$ cat config.mk
export PLATFORM = sky130hd
export DESIGN_NAME = div_unit
export DESIGN_NICKNAME = d
export VERILOG_FILES = /design/src/rtl/div_unit_pkg.sv /design/src/rtl/div_step.sv /design/src/rtl/div_unit.sv
export SDC_FILE = /design/constraint.sdc
export NUM_CORES = 1
export LEC_CHECK = 0
export CAP_MARGIN = 20
export CORE_ASPECT_RATIO = 0.6
export CORE_UTILIZATION = 38
export DETAILED_ROUTE_END_ITERATION = 10
export SYNTH_ARGS = -nofsm -noshare
export SYNTH_HDL_FRONTEND = slang
export SYNTH_SLANG_ARGS = --single-unit
$ cat constraint.sdc
create_clock -name clk -period 3.9 [get_ports clk]
set_clock_uncertainty 0.2 [all_clocks]
set_input_delay 0.39 -clock clk [delete_from_list [all_inputs] [get_ports clk]]
set_output_delay 0.39 -clock clk [all_outputs]
set_load 0.02 [all_outputs]
$ cat src/rtl/div_unit_pkg.sv
// rtl/div_unit_pkg.sv - shared widths, step count and state encoding for the divider
package div_unit_pkg;

    localparam int WORD_W   = 31;   // sign-magnitude word
    localparam int MAG_W    = 30;   // magnitude: five 6-bit bytes
    localparam int BYTE_W   = 6;
    localparam int SIGN_BIT = 30;
    localparam int STEPS    = 30;   // one quotient bit per RUN cycle
    localparam int CNT_W    = 5;

    typedef enum logic [1:0] {
        S_IDLE = 2'd0,
        S_RUN  = 2'd1,
        S_FIN  = 2'd2
    } state_t;

endpackage

$ cat src/rtl/div_step.sv
// rtl/div_step.sv - one combinational restoring-division step
//
// Ports:
//   r_in   [29:0]  partial remainder, always < vmag
//   d_bit          next dividend bit shifted in
//   vmag   [29:0]  divisor magnitude
//   r_out  [29:0]  updated partial remainder
//   q_bit          quotient bit produced by this step
module div_step
    import div_unit_pkg::*;
(
    input  logic [MAG_W-1:0] r_in,
    input  logic             d_bit,
    input  logic [MAG_W-1:0] vmag,
    output logic [MAG_W-1:0] r_out,
    output logic             q_bit
);

    logic [MAG_W:0]   t;
    logic [MAG_W-1:0] diff;

    assign t = {r_in, d_bit};

    // Because r_in < vmag, both t - vmag (when t >= vmag) and t (when
    // t < vmag) are below 2^30, so the subtraction only needs 30 bits.
    assign diff  = t[MAG_W-1:0] - vmag;
    assign q_bit = (t >= {1'b0, vmag});
    assign r_out = q_bit ? diff : t[MAG_W-1:0];

endmodule

$ cat src/rtl/div_unit.sv
// rtl/div_unit.sv - 60/30-bit sign-magnitude sequential restoring divider
//
// Ports:
//   clk       sole clock, rising edge
//   rst_n     synchronous active-low reset
//   start     request a division, taken only while busy=0
//   a   [30:0] high dividend word, sign-magnitude (sign in bit 30)
//   x   [30:0] low dividend word, only its magnitude is used
//   v   [30:0] divisor, sign-magnitude
//   busy      high while state is not IDLE
//   done      one-cycle result strobe
//   quo [30:0] quotient, sign = a.sign ^ v.sign
//   rem [30:0] remainder, sign = a.sign
//   overflow  quotient would not fit (|a| >= |v|, includes |v| = 0)
module div_unit
    import div_unit_pkg::*;
(
    input  logic              clk,
    input  logic              rst_n,
    input  logic              start,
    input  logic [WORD_W-1:0] a,
    input  logic [WORD_W-1:0] x,
    input  logic [WORD_W-1:0] v,
    output logic              busy,
    output logic              done,
    output logic [WORD_W-1:0] quo,
    output logic [WORD_W-1:0] rem,
    output logic              overflow
);

    localparam logic [CNT_W-1:0] LAST_STEP = CNT_W'(STEPS - 1);

    state_t           state;
    logic [CNT_W-1:0] cnt;
    logic [MAG_W-1:0] r_q;
    logic [MAG_W-1:0] q_q;
    logic [MAG_W-1:0] vmag;
    logic             a_sign;
    logic             q_sign;

    logic [MAG_W-1:0] step_r;
    logic             step_q;
    logic [MAG_W-1:0] q_next;

    div_step u_step (
        .r_in  (r_q),
        .d_bit (q_q[MAG_W-1]),
        .vmag  (vmag),
        .r_out (step_r),
        .q_bit (step_q)
    );

    // q_q holds the unconsumed low dividend bits at the top and the
    // quotient bits gathered so far at the bottom.
    assign q_next = {q_q[MAG_W-2:0], step_q};
    assign busy   = (state != S_IDLE);

    always_ff @(posedge clk) begin
        if (!rst_n) begin
            state    <= S_IDLE;
            cnt      <= '0;
            r_q      <= '0;
            q_q      <= '0;
            vmag     <= '0;
            a_sign   <= 1'b0;
            q_sign   <= 1'b0;
            quo      <= '0;
            rem      <= '0;
            overflow <= 1'b0;
            done     <= 1'b0;
        end else begin
            case (state)
                S_IDLE: begin
                    if (start) begin
                        if (a[MAG_W-1:0] >= v[MAG_W-1:0]) begin
                            // Operands pass through unchanged; done rises a
                            // cycle later from the FIN state.
                            quo      <= a;
                            rem      <= x;
                            overflow <= 1'b1;
                            state    <= S_FIN;
                        end else begin
                            r_q    <= a[MAG_W-1:0];
                            q_q    <= x[MAG_W-1:0];
                            vmag   <= v[MAG_W-1:0];
                            a_sign <= a[SIGN_BIT];
                            q_sign <= a[SIGN_BIT] ^ v[SIGN_BIT];
                            cnt    <= '0;
                            state  <= S_RUN;
                        end
                    end
                end
                S_RUN: begin
                    r_q <= step_r;
                    q_q <= q_next;
                    cnt <= cnt + 1'b1;
                    if (cnt == LAST_STEP) begin
                        quo      <= {q_sign, q_next};
                        rem      <= {a_sign, step_r};
                        overflow <= 1'b0;
                        done     <= 1'b1;
                        state    <= S_FIN;
                    end
                end
                S_FIN: begin
                    // Normal results arrive with done already set; the
                    // overflow path raises it here for its single cycle.
                    if (done) begin
                        done  <= 1'b0;
                        state <= S_IDLE;
                    end else begin
                        done <= 1'b1;
                    end
                end
                default: begin
                    state <= S_IDLE;
                    done  <= 1'b0;
                end
            endcase
        end
    end

endmodule

; Word level (Yosys, flattened, before mapping)
; Index checks and enable logic that the tools add are counted.
[word_totals]
register_bits = 163
input_bits = 96
elab_cells = 64
[classes]
add_sub_neg = 2
magnitude_cmp = 2
eq_ne = 8
mux = 30
bitwise_logic = 3
n_reduce_logical = 8
[op_table]
columns = operator, count
row1 = 31-bit two-way mux, 6
row2 = 30-bit two-way mux, 5
row3 = 31-bit case mux with 2 select lines, 2
row4 = 30-bit case mux with 2 select lines, 2
row5 = 31-bit by 30-bit greater-or-equal comparator with 1-bit output, 1
row6 = 30-bit greater-or-equal comparator, 1
row7 = 30-bit subtractor, 1
row8 = 5-bit two-way mux, 2
row9 = "2-bit inequality test, second input constant", 5
row10 = 5-bit case mux with 2 select lines, 1
row11 = 3-bit AND reduction, 3
row12 = 2-bit two-way mux, 4
row13 = 2-bit case mux with 3 select lines, 1
row14 = "5-bit by 1-bit adder with 5-bit output, second input constant", 1
row15 = "5-bit equality test, second input constant", 1
row16 = 1-bit two-way mux, 5
row17 = 4-bit AND reduction, 1
row18 = 2-bit nonzero test, 2
row19 = 1-bit case mux with 3 select lines, 1
row20 = "2-bit by 1-bit equality test with 1-bit output, second input constant", 1
row21 = "2-bit equality test, second input constant", 1
row22 = 2-bit zero test, 1
row23 = 1-bit inverter, 2
row24 = 1-bit case mux with 2 select lines, 1
row25 = other kinds (2), 2

; Longest topological paths before layout
; Gate-level depths: netlist of run 1.
[depth]
depth_word = 4
depth_mapped = 13
mapped_depth_nobuf = 12

; Cells and area by module
; From an unflattened synthesis of run 1, not the netlist that was laid out.
[unflattened]
cells_unflattened = 1209
hier_area_um2 = 10289.9
[by_module_without_submodules]
columns = mod, instances, cells_each, area_per_inst_um2, seq_area_each_um2
row1 = div_unit, 1, 911, 8197.9, 3263.1
row2 = div_step, 1, 298, 2092.0, 0.0

; Least setup slack after synthesis of run 1
; No wires, ideal clock.
[synth_timing]
path_kind = in2reg
start = input port v[23]
end = register r_q[13]
setup_time_ns = 0.119
t_arrival_ns = 2.549
required_ns = 3.581
slack_ns = 1.033
stages = 12
path_cell_list = inv_1 ha_1 a21o_1 a21o_1 a21oi_1 o311ai_1 o31ai_4 nand4_2 a21boi_4 buf_2 a21o_1 o221a_1
[synth_between]
elab_chain_len = 3
[synth_lines]
columns = item, line_no
row1 = start: declaration, div_unit.sv:23  ; input logic [WORD_W-1:0] v,
row2 = 30-bit greater-or-equal comparator, div_unit.sv:75  ; if (a[MAG_W-1:0] >= v[MAG_W-1:0]) begin
row3 = 2-bit inequality test (no source line), n/a
row4 = 3-bit AND reduction (no source line), n/a
row5 = end signal: assignment, div_unit.sv:83  ; r_q <= a[MAG_W-1:0];
row6 = end signal: assignment, div_unit.sv:94  ; r_q <= step_r;
row7 = end: declaration, div_unit.sv:35  ; logic [MAG_W-1:0] r_q;
; Every way passes these cells.
; A chain may end at the register's enable or synchronous reset.

; Worst setup path after layout of run 1
[layout_timing]
start = register r_q[14]
end = register rem[22]
[layout_between]
elab_chain_len = 4
elab_cells_between_ends = 5
[layout_lines]
columns = item, line_no
row1 = 30-bit subtractor / 31-bit by 30-bit greater-or-equal comparator with 1-bit output (equally long branches), "div_step.sv:26, div_step.sv:27"
row2 = 30-bit two-way mux *, div_step.sv:28  ; assign r_out = q_bit ? diff : t[MAG_W-1:0];
row3 = 31-bit two-way mux *, div_unit.sv:97  ; if (cnt == LAST_STEP) begin
row4 = 31-bit case mux with 2 select lines *, div_unit.sv:72  ; case (state)
row5 = end signal: assignment, div_unit.sv:99  ; rem <= {a_sign, step_r};
row6 = end: declaration, div_unit.sv:27  ; output logic [WORD_W-1:0] rem,
; Every way passes the cells marked *; elsewhere a longest branch is shown, timed or not. The select of a mux whose other input is x is not followed.

==> metrics.txt, run 1 <==
status=completed; Cells after Synth=1153; Post-Route Setup TNS=0 ns; # setup viols final=0; ranking of synthesized cells by area=dfxtp_1 (35%), ha_1 (8.7%), nor2_1 (6.4%); final wirelength=32600 um; worst setup path endpoint=rem[22]$_SDFFE_PN0P_; CP required=4.01 ns; Power Density=840.6 nW/um2; Post-DP Area=about 11000 um2; mapped cell area=9385 um2; Final HPWL DP=25030 um; CTS Root Buffer Type=clkbuf_16; CTS tree=built; RSZ-0062 raised after global routing=false; hold slack=0.2646 ns; min Tclk post-route=3.477 ns; fin util=49.60%; drt via density=5.618; # nets final=1459; vias in the first global route=8306; antenna diode count=0; Post-synth EDFFs=0; Worst Hold Launch=q_q[0]$_SDFFE_PN0P_; worst reg2reg path depth=10; Synth top area share=34.77%; post-cts sizing count=0; Hold Fails Final Rpt=0; die area=25350 um2; std cell rows=44; max_slew headroom=34.61%; proportion of layout cells with a drive suffix above 1=between 7 and 8%; post-route ant nets=0; largest net degree at the start of global routing=68; r2r setup slk=0.42 ns; Crit Reg-Reg Endpoint=rem[22]$_SDFFE_PN0P_; CP Class=register to register; Design Area, Final=12020 um2; CTS Buf Count=17; count of different cell masters after synthesis=between 70 and 80; initial antenna violation count=0; hold crit path type=register to register; gr ovfl total=0; worst setup path startpoint=r_q[14]$_SDFFE_PN0P_; RD Place Congestion=just over 0.9; fin. max-slew vios=0; leakage power=0.004837 uW; fill count=2363; starting density of the core=38.74%; fin crit share=between 80 and 90%; Clock Sinks=163; most common cell in the netlist=dfxtp_1; crit path capture type=register; YS warnings=0; H-tree lvl count=4; area grow syn2layout=28.02%; Synth area leader=dfxtp_1; sequential-to-total area share from yosys stat=approximately a third; Max FO, Critical Path=6; synthesized flop and latch total=163; non-filler instance count after layout=between 1.5k and 2k; I/O Buffers=160; DRC=0; DRT iter0 DRCs=1100; Critical Path Source Type=register; later-pin clock latency in the skew report=0.44 ns; Die Ht=123.7 um; Achievable Freq=287.6 MHz; global-route wire length before repair=49030 um; die width=204.9 um; crit path DAT=3.58 ns; CTS Buffer Depth=2; first drt pass iteration count=5; worst slew pin tran=0.9809 ns; vias=9168; ys async rst share=0%; syn avg cell area=8.140 um2; IO Count=between 150 and 200; CTS hold repair buffers=0; Worst VDD drop=between 300 and 400 uV; dpl cells=approximately 1.6k; Worst R2R Start=r_q[14]$_SDFFE_PN0P_; post-CTS setup buffers=0; Reg clk slew, reported paths=about 0.070 ns; most frequent cells after synthesis=dfxtp_1 (163), nor2_1 (160), nand2_1 (97); Main synth FF type=dfxtp_1; core area=24220 um2; Tot GR Track Use=25.76%; max-cap violations=0; syn_nets=1315; Avg WL per Cell=~20 um
[how the worst min path moves through the flow]
stage                                endpoint  slack [ns]  depth (start not counted)
after detailed placement  q_q[0]$_SDFFE_PN0P_        0.25                          2
final                     q_q[0]$_SDFFE_PN0P_        0.26                          2
after global placement    q_q[0]$_SDFFE_PN0P_        0.25                          2
after CTS                 q_q[0]$_SDFFE_PN0P_        0.26                          2
after global routing      q_q[0]$_SDFFE_PN0P_        0.28                          2
after floorplan           q_q[0]$_SDFFE_PN0P_        0.23                          2
[power breakdown]
group          switching (uW)  internal, uW  leakage, uW
Sequential                341          2120      0.00134
Clock                     777           956     0.000285
Combinational            3510          2400      0.00321
Total                    4630          5470      0.00484
[cells by family after synthesis]
kind of cell / Yosys count / synth area share, %
XOR/XNOR: 27 / 2.520
AO/OA/AOI/OAI: 378 / 27.72
flip-flops: 163 / 34.77
multiplexers: 36 / 3.946
adder cells (fa/ha/maj): 66 / 8.879
buffers and inverters: 154 / 6.893
AND/OR/NAND/NOR: 329 / 15.28
[layer usage]
metal / track usage, % / vias to the layer above / routed length (um) / share of wire, %
met2: 32.09 / 365 / 11870 / 36
met5: 0 / - / 0 / 0
met3: 6.358 / 37 / 3261 / 10
li1: - / 4443 / - / -
met4: 7.176 / 0 / 426 / 1.3
met1: 41.48 / 4323 / 17040 / 52
[final cells by class]
class / count / area [um2] / share of cell area [%]
Multi-Input combinational cell: 836 / 5497 / 45.75
Sequential cell: 163 / 3263 / 27.16
Timing Repair Buffer: 204 / 1989 / 16.56
Clock buffer: 18 / 429.2 / 3.572
Tap cell: 322 / 402.9 / 3.353
Inverter: 75 / 281.5 / 2.343
Clock inverter: 14 / 152.6 / 1.270
[registers in the layout, indices dropped and copies added (netlist names)]
name and flops:
overflow 1, vmag 30, q_q 30, q_sign 1
state 2, rem 31, done 1, a_sign 1
r_q 30, cnt 5, quo 31
[cells in the final DEF (no fill, tap or decap), drive strengths merged, types with 10 or more instances in the layout]
| cell | count |
|---|---|
| clkdlybuf4s50 | 159 |
| dfxtp | 163 |
| a31oi | 41 |
| buf | 45 |
| nor2 | 160 |
| mux2i | 28 |
| a211oi | 31 |
| ha | 65 |
| o221a | 18 |
| xnor2 | 14 |
| nor2b | 10 |
| a311oi | 34 |
| clkbuf | 18 |
| a21oi | 91 |
| a21o | 30 |
| xor2 | 13 |
| o21ai | 75 |
| nand4 | 15 |
| nand2 | 97 |
| o211ai | 10 |
| inv | 81 |
[critical path: stages, from the launching register on]
cell and delay, ns:
dfxtp_1 0.48, ha_1 0.35, and3_1 0.27, and4_4 0.22
a31oi_1 0.20, o21ai_1 0.08, a211o_1 0.33, a21oi_1 0.39
a31oi_1 0.09, a211oi_1 0.54, o32ai_1 0.19
[stage by stage]
stage                     total power, uW  setup WS (ns)
after global routing                10700         0.3067
after CTS                            9979         0.5146
after global placement               8186         0.1696
final                               10100         0.4225
after detailed placement             8227         0.1409
after floorplan                      6277          1.033
Note: power is estimated with default switching activity, not from simulation.
==> run 2: changes to the inputs <==
Settings changed: TNS_END_PERCENT from default to 10.
==> results of run 2 <==
The final DEF is identical to that of run 1; final timing and power are the same.
